File: src/rtl/game_cmd_pkg.sv
// game_cmd_pkg: shared state type, command byte codes, source encodings and a saturating adder
package game_cmd_pkg;

    typedef enum logic [1:0] {
        ST_RUN    = 2'd0,
        ST_PAUSED = 2'd1,
        ST_DEAD   = 2'd2
    } state_t;

    localparam logic [7:0] CMD_NONE    = 8'h00;
    localparam logic [7:0] CMD_RESTART = 8'h52;
    localparam logic [7:0] CMD_PAUSE   = 8'h50;

    localparam logic [1:0] SRC_NONE = 2'd0;
    localparam logic [1:0] SRC_KEY  = 2'd1;
    localparam logic [1:0] SRC_BT   = 2'd2;

    // Adds up to two dropped requests and holds at 255 instead of wrapping.
    function automatic logic [7:0] sat_add(input logic [7:0] a, input logic [1:0] b);
        logic [8:0] s;
        s = {1'b0, a} + {7'd0, b};
        return s[8] ? 8'hFF : s[7:0];
    endfunction

endpackage

File: src/rtl/key_debouncer.sv
// key_debouncer: synchronizes the raw active-low button and emits one pulse per accepted press
// Ports:
//   clk, reset  - clock and asynchronous active-high reset
//   key_n       - raw button, active-low, asynchronous to clk
//   key_event   - one-cycle pulse on the debounced released-to-pressed edge
module key_debouncer #(
    parameter int KEY_DEBOUNCE_CYCLES = 250000
) (
    input  logic clk,
    input  logic reset,
    input  logic key_n,
    output logic key_event
);

    localparam int CW = $clog2(KEY_DEBOUNCE_CYCLES + 1);

    logic          sync1;
    logic          sync2;
    logic          level;
    logic [CW-1:0] cnt;
    logic          settle;

    // The synchronized level must disagree with the accepted level for
    // KEY_DEBOUNCE_CYCLES consecutive cycles; settle marks the last of them.
    assign settle    = (sync2 != level) && (cnt == CW'(KEY_DEBOUNCE_CYCLES - 1));
    assign key_event = settle && sync2;

    always_ff @(posedge clk or posedge reset) begin
        if (reset) begin
            sync1 <= 1'b0;
            sync2 <= 1'b0;
            level <= 1'b0;
            cnt   <= '0;
        end else begin
            sync1 <= ~key_n;
            sync2 <= sync1;
            if (sync2 == level) begin
                cnt <= '0;
            end else if (settle) begin
                level <= sync2;
                cnt   <= '0;
            end else begin
                cnt <= cnt + CW'(1);
            end
        end
    end

endmodule

File: src/rtl/game_cmd_arbiter.sv
// game_cmd_arbiter: merges the debounced key and UART command bytes into jump/restart/pause control
// Ports:
//   clk, reset     - pixel clock and asynchronous active-high reset
//   key_n          - raw on-board jump button, active-low
//   rx_data        - UART byte, valid while rx_valid is high
//   rx_valid       - one-cycle byte strobe
//   game_alive     - 1 while the game core is running
//   jump_pulse     - one-cycle jump command
//   restart_pulse  - one-cycle restart command
//   paused         - high while in the PAUSED state
//   cmd_src        - source of the last granted jump (0 none, 1 key, 2 Bluetooth)
//   drop_count     - saturating count of dropped jump requests
module game_cmd_arbiter
    import game_cmd_pkg::*;
#(
    parameter int KEY_DEBOUNCE_CYCLES = 250000,
    parameter int JUMP_COOLDOWN       = 5000000
) (
    input  logic       clk,
    input  logic       reset,
    input  logic       key_n,
    input  logic [7:0] rx_data,
    input  logic       rx_valid,
    input  logic       game_alive,
    output logic       jump_pulse,
    output logic       restart_pulse,
    output logic       paused,
    output logic [1:0] cmd_src,
    output logic [7:0] drop_count
);

    localparam int CW = $clog2(JUMP_COOLDOWN + 1);

    logic          key_event;
    logic          req_key;
    logic          req_bt;
    logic          req_restart;
    logic          req_pause;
    state_t        state;
    state_t        state_n;
    logic [CW-1:0] cooldown;
    logic [CW-1:0] cool_n;
    logic          ptr_bt;
    logic          ptr_n;
    logic [1:0]    src_n;
    logic          jump_n;
    logic          restart_n;
    logic [1:0]    drops;
    logic          win_bt;

    key_debouncer #(
        .KEY_DEBOUNCE_CYCLES(KEY_DEBOUNCE_CYCLES)
    ) u_key (
        .clk      (clk),
        .reset    (reset),
        .key_n    (key_n),
        .key_event(key_event)
    );

    assign paused = (state == ST_PAUSED);

    always_ff @(posedge clk or posedge reset) begin
        if (reset) begin
            req_key       <= 1'b0;
            req_bt        <= 1'b0;
            req_restart   <= 1'b0;
            req_pause     <= 1'b0;
            state         <= ST_RUN;
            cooldown      <= '0;
            ptr_bt        <= 1'b0;
            cmd_src       <= SRC_NONE;
            drop_count    <= '0;
            jump_pulse    <= 1'b0;
            restart_pulse <= 1'b0;
        end else begin
            req_key       <= key_event;
            req_bt        <= rx_valid && !(rx_data inside {CMD_NONE, CMD_RESTART, CMD_PAUSE});
            req_restart   <= rx_valid && (rx_data == CMD_RESTART);
            req_pause     <= rx_valid && (rx_data == CMD_PAUSE);
            state         <= state_n;
            cooldown      <= cool_n;
            ptr_bt        <= ptr_n;
            cmd_src       <= src_n;
            drop_count    <= sat_add(drop_count, drops);
            jump_pulse    <= jump_n;
            restart_pulse <= restart_n;
        end
    end

    // Priority: DEAD handling, then restart, then loss of the game, then
    // pause/resume and jump arbitration. In PAUSED and DEAD a key event is a
    // resume/restart command rather than a jump request, so it is never dropped.
    always_comb begin
        state_n   = state;
        cool_n    = (cooldown != '0) ? cooldown - CW'(1) : '0;
        ptr_n     = ptr_bt;
        src_n     = cmd_src;
        jump_n    = 1'b0;
        restart_n = 1'b0;
        drops     = 2'd0;
        win_bt    = 1'b0;
        if (state == ST_DEAD) begin
            drops = {1'b0, req_bt};
            if (req_restart || req_key) begin
                restart_n = 1'b1;
                state_n   = ST_RUN;
            end
        end else if (req_restart) begin
            restart_n = 1'b1;
            state_n   = ST_RUN;
            cool_n    = '0;
            drops     = {1'b0, req_key && (state == ST_RUN)};
        end else if (!game_alive) begin
            state_n = ST_DEAD;
            cool_n  = '0;
            drops   = {1'b0, req_bt} + {1'b0, req_key && (state == ST_RUN)};
        end else if (state == ST_PAUSED) begin
            drops = {1'b0, req_bt};
            if (req_pause || req_key) state_n = ST_RUN;
        end else begin
            if (req_pause) state_n = ST_PAUSED;
            if (cooldown != '0) begin
                drops = {1'b0, req_bt} + {1'b0, req_key};
            end else if (req_key || req_bt) begin
                // On a tie the pointer names the source that did not win last.
                win_bt = req_bt && (!req_key || ptr_bt);
                drops  = {1'b0, req_key && req_bt};
                jump_n = 1'b1;
                src_n  = win_bt ? SRC_BT : SRC_KEY;
                ptr_n  = !win_bt;
                cool_n = CW'(JUMP_COOLDOWN);
            end
        end
    end

endmodule

File: config.mk
export PLATFORM = sky130hd
export DESIGN_NAME = game_cmd_arbiter
export DESIGN_NICKNAME = d
export VERILOG_FILES = /design/src/rtl/game_cmd_pkg.sv /design/src/rtl/key_debouncer.sv /design/src/rtl/game_cmd_arbiter.sv
export SDC_FILE = /design/constraint.sdc
export NUM_CORES = 1
export LEC_CHECK = 0
export ABC_AREA = 1
export BUFFER_PORTS_ARGS = -buffer_cell sky130_fd_sc_hd__buf_2
export CELL_PAD_IN_SITES_DETAIL_PLACEMENT = 1
export CELL_PAD_IN_SITES_GLOBAL_PLACEMENT = 1
export CORE_UTILIZATION = 48
export DETAILED_ROUTE_END_ITERATION = 10
export GPL_ROUTABILITY_DRIVEN = 0
export PLACE_DENSITY_LB_ADDON = 0.1
export SLEW_MARGIN = 0
export SYNTH_ARGS = -nofsm -noshare
export SYNTH_HDL_FRONTEND = slang
export SYNTH_HIERARCHICAL = 1
export SYNTH_SLANG_ARGS = --single-unit
File: constraint.sdc
create_clock -name clk -period 3.65 [get_ports clk]
set_input_delay 0.73 -clock clk [delete_from_list [all_inputs] [get_ports clk]]
set_output_delay 0.73 -clock clk [all_outputs]
set_load 0.05 [all_outputs]
==> results_tabular.tex <==
\begin{tabular}{lr}
\hline
Metric & Value \\
\hline
\multicolumn{2}{l}{\textbf{Route}} \\
Antenna violation net count after detailed routing & 0 \\
Pre-Repair DR Iteration Count & 4 \\
Post-route met1 wirelength & 3860 µm \\
Met2 routed WL & 4690 µm \\
Iteration-0 DRC Markers & 98 \\
Number of vias in the routed layout & 3083 \\
Max layer used & met4 \\
Final WL & 8790 µm \\
Routed length on met3 & 128 µm \\
Drc violations & 0 \\
WL per Instance & 14.4 µm \\
Via/cell ratio & 5.07 \\
\multicolumn{2}{l}{\textbf{Global route}} \\
Pin count of the biggest net entering global routing & 24 \\
First-pass GRT wire length & 14900 µm \\
Total global-route track usage & 25.3\% \\
Number of global-route vias before repair & 3312 \\
Initial antenna violation count & 0 \\
Total congestion overflow & 0 \\
\multicolumn{2}{l}{\textbf{Clock network}} \\
Insertion delay of the later-clocked pin in the worst-skew pair & 0.34 ns \\
Number of gates resized after CTS & 0 \\
Buffers from clock root to sink, at most & 2 \\
Hold buffer count at CTS & 0 \\
CTS buffer count & 9 \\
TritonCTS clock tree & yes \\
Clock sink total & 62 \\
H-tree Lvls & 3 \\
Clock transition time at the flip-flop clock pins of the worst setup and hold paths & 0.07 ns \\
Setup fix buffers added after clock tree synthesis & 0 \\
Root Buffer & sky130\_fd\_sc\_hd\_\_clkbuf\_8 \\
\multicolumn{2}{l}{\textbf{Floorplan}} \\
Initial cell density of the core & 50.9\% \\
Die X-Extent & 88.0 µm \\
Number of placed I/O pins & 26 \\
Core Box Area & 6980 µm² \\
Total die area & 7750 µm² \\
Die outline height & 88.0 µm \\
FP Rows & 30 \\
\multicolumn{2}{l}{\textbf{Timing}} \\
Setup repair after global routing missed its margin & false \\
Actual slew at the worst max-slew pin & 0.837 ns \\
Final period demand of the worst path & 2.94 ns \\
Clock Skews & 0.0113 ns \\
Final number of max-transition violations & 0 \\
Fin crit share & 80.5\% \\
Number of setup violations in the final report & 0 \\
Slew HR & 44.2\% \\
Timing-limited maximum frequency & 340 MHz \\
Count of endpoints failing hold in the final timing report & 0 \\
Aggregate negative setup slack & 0 ns \\
\multicolumn{2}{l}{\textbf{Hold path}} \\
Count of cells along the worst hold path & 0 \\
Classification of the worst-slack hold path & reg2reg \\
\multicolumn{2}{l}{\textbf{Logic synthesis}} \\
Fraction of the yosys area taken by sequential cells & 43.7\% \\
Cell variety after synth & 32 \\
Portion of synthesized cell area occupied by the leading cell type & 43.7\% \\
Total of flip-flops plus latches after synthesis & 62 \\
Synthesized net count & 494 \\
Mean area per synthesized cell & 7.53 µm² \\
Synth top area cells & sky130\_fd\_sc\_hd\_\_dfrtp\_1 (44\%), sky130\_fd\_sc\_hd\_\_nor2\_1 (10\%), sky130\_fd\_sc\_hd\_\_nand2\_1 (9.8\%) \\
Synthesis warning total & 6 \\
Synth Instances & 472 \\
Number of enable flip-flop cells after synthesis & 0 \\
Syn Std Cell Area & 3550 µm² \\
Share of flip-flops with an asynchronous set or reset & 100\% \\
Cell type contributing the most total cell area after synthesis & sky130\_fd\_sc\_hd\_\_dfrtp\_1 \\
Top FF cell, synth & sky130\_fd\_sc\_hd\_\_dfrtp\_1 \\
\multicolumn{2}{l}{\textbf{Power}} \\
Cell area power density & 756 nW/µm² \\
Overall power & 3.00 mW \\
Leakage power summed over all cells & 2.03 nW \\
VDD IR max & 0.223 mV \\
\multicolumn{2}{l}{\textbf{Outcome}} \\
Status & finished, final reports clean \\
\multicolumn{2}{l}{\textbf{Finish}} \\
Highest-count cells in the layout ignoring fill and taps & sky130\_fd\_sc\_hd\_\_nor2\_1 (99), sky130\_fd\_sc\_hd\_\_nand2\_1 (93), sky130\_fd\_sc\_hd\_\_inv\_1 (63) \\
Most frequent standard cell in the layout excluding fill and tap cells & sky130\_fd\_sc\_hd\_\_nor2\_1 \\
Synth-to-Final Area Change & 11.8\% \\
Share of final-layout standard cells stronger than drive strength 1 & 15.6\% \\
Antenna cells & 0 \\
Nets@finish & 529 \\
\multicolumn{2}{l}{\textbf{Worst setup path}} \\
Count of cells along the worst register-to-register path & 19 \\
Endpoint required time on the critical path & 3.89 ns \\
End of the critical path & drop\_count[4] \\
Crit path launch & cooldown[0] \\
Capturing point of the worst reg2reg path & drop\_count[4] \\
CP Data Arrival Time & 3.18 ns \\
Worst-path maximum fanout & 6 \\
Category of the worst setup path launch point & flip-flop \\
Setup Crit Path Kind & reg2reg \\
Worst setup slack for register-to-register paths & 0.71 ns \\
Reg2Reg Launch Point & cooldown[0] \\
Endpoint kind of the worst setup timing path & flip-flop \\
\multicolumn{2}{l}{\textbf{Placement}} \\
HPWL Detailed & 6620 µm \\
IO Port Bufs & 25 \\
\multicolumn{2}{l}{\textbf{Flow run}} \\
Number of violations of the max-capacitance limit & 0 \\
\hline
\end{tabular}
-- power by group --
group / total, mW / internal (mW) / switching (mW)
Clock: 0.570 / 0.300 / 0.270
Sequential: 1.01 / 0.847 / 0.167
Combinational: 1.42 / 0.424 / 0.995
Total: 3.00 / 1.57 / 1.43
-- critical path, stage by stage (launching register included) --
cell	delay, ns
sky130_fd_sc_hd__dfrtp_1	0.40
sky130_fd_sc_hd__inv_1	0.14
sky130_fd_sc_hd__ha_1	0.17
sky130_fd_sc_hd__nand2_1	0.07
sky130_fd_sc_hd__nor2_1	0.12
sky130_fd_sc_hd__nand2_1	0.07
sky130_fd_sc_hd__nor2_1	0.12
sky130_fd_sc_hd__nand3_1	0.09
sky130_fd_sc_hd__nand3_1	0.08
sky130_fd_sc_hd__nand2_1	0.05
sky130_fd_sc_hd__inv_1	0.05
sky130_fd_sc_hd__ha_1	0.15
sky130_fd_sc_hd__inv_1	0.05
sky130_fd_sc_hd__fa_1	0.38
sky130_fd_sc_hd__nor2_1	0.16
sky130_fd_sc_hd__and3_1	0.25
sky130_fd_sc_hd__nand2_1	0.07
sky130_fd_sc_hd__nor2_1	0.13
sky130_fd_sc_hd__nand2_1	0.16
sky130_fd_sc_hd__o21ai_0	0.13
-- layer usage --
metal	GRT usage [%]	up-vias
met3	3.30	12
li1	-	1535
met4	9.09	0
met2	47.1	27
met5	0	-
met1	29.6	1509
-- kinds of logic (layout without fill, tap and decap cells) --
group           after synthesis  count (layout)  share of synthesized area [%]
buf+inv                      71             111                           7.82
compound gates               34              34                           5.35
flops                        62              62                           43.7
simple gates                278             278                           35.3
fa+ha+maj                     9               9                           3.38
xor+xnor                     18              18                           4.44
-- cell usage after synthesis, types with 2 or more instances --
cell type and n:
sky130_fd_sc_hd__nand2_1 93, sky130_fd_sc_hd__nor3_1 8, sky130_fd_sc_hd__ha_1 8, sky130_fd_sc_hd__xnor2_1 7, sky130_fd_sc_hd__xor2_1 11, sky130_fd_sc_hd__inv_2 6, sky130_fd_sc_hd__o21ai_0 13, sky130_fd_sc_hd__a21o_1 2
sky130_fd_sc_hd__o21bai_1 2, sky130_fd_sc_hd__o21ai_2 2, sky130_fd_sc_hd__nor2_4 6, sky130_fd_sc_hd__nor2_1 99, sky130_fd_sc_hd__nand2_2 9, sky130_fd_sc_hd__dfrtp_1 62, sky130_fd_sc_hd__nand4_1 4, sky130_fd_sc_hd__nand3_1 39
sky130_fd_sc_hd__nor2_2 12, sky130_fd_sc_hd__a21oi_1 12, sky130_fd_sc_hd__inv_1 63, sky130_fd_sc_hd__o21ai_1 2
-- worst min path at each step --
stage	from	slack, ns	endpoint
2_1_floorplan	u_key/sync1	0.33	u_key/sync2
3_3_place_gp	u_key/sync1	0.34	u_key/sync2
3_5_place_dp	u_key/sync1	0.35	u_key/sync2
4_1_cts	u_key/sync1	0.36	u_key/sync2
5_1_grt	u_key/sync1	0.37	u_key/sync2
6_report	u_key/sync1	0.36	u_key/sync2
-- registers in the layout, indices dropped and copies added, names as in the netlist --
register / flops
req_key: 1
cooldown: 23
req_pause: 1
req_bt: 1
jump_pulse: 1
u_key/sync2: 1
req_restart: 1
u_key/level: 1
u_key/cnt: 18
drop_count: 8
restart_pulse: 1
u_key/sync1: 1
state: 2
cmd_src: 2
-- per-stage QoR --
stage	setup slack, ns	cells	instance area (µm²)	utilization [%]	hold slack, ns
after global placement	0.931	592	3790	54.2	0.344
after CTS	0.700	608	3970	56.9	0.362
final	0.713	608	3970	56.9	0.359
after global routing	0.326	608	3970	56.9	0.366
after detailed placement	0.742	592	3790	54.2	0.347
after floorplan	1.03	472	3550	-	0.331
-- area by class of cell --
type	count	area [µm²]
sequential	62	1550
timing repair buffer	26	133
inverter	69	259
clock inverter	3	17.5
fill	919	3010
multi-input combinational	339	1720
clock buffer	13	169
tap	96	120
(Power assumes the default switching activity.)
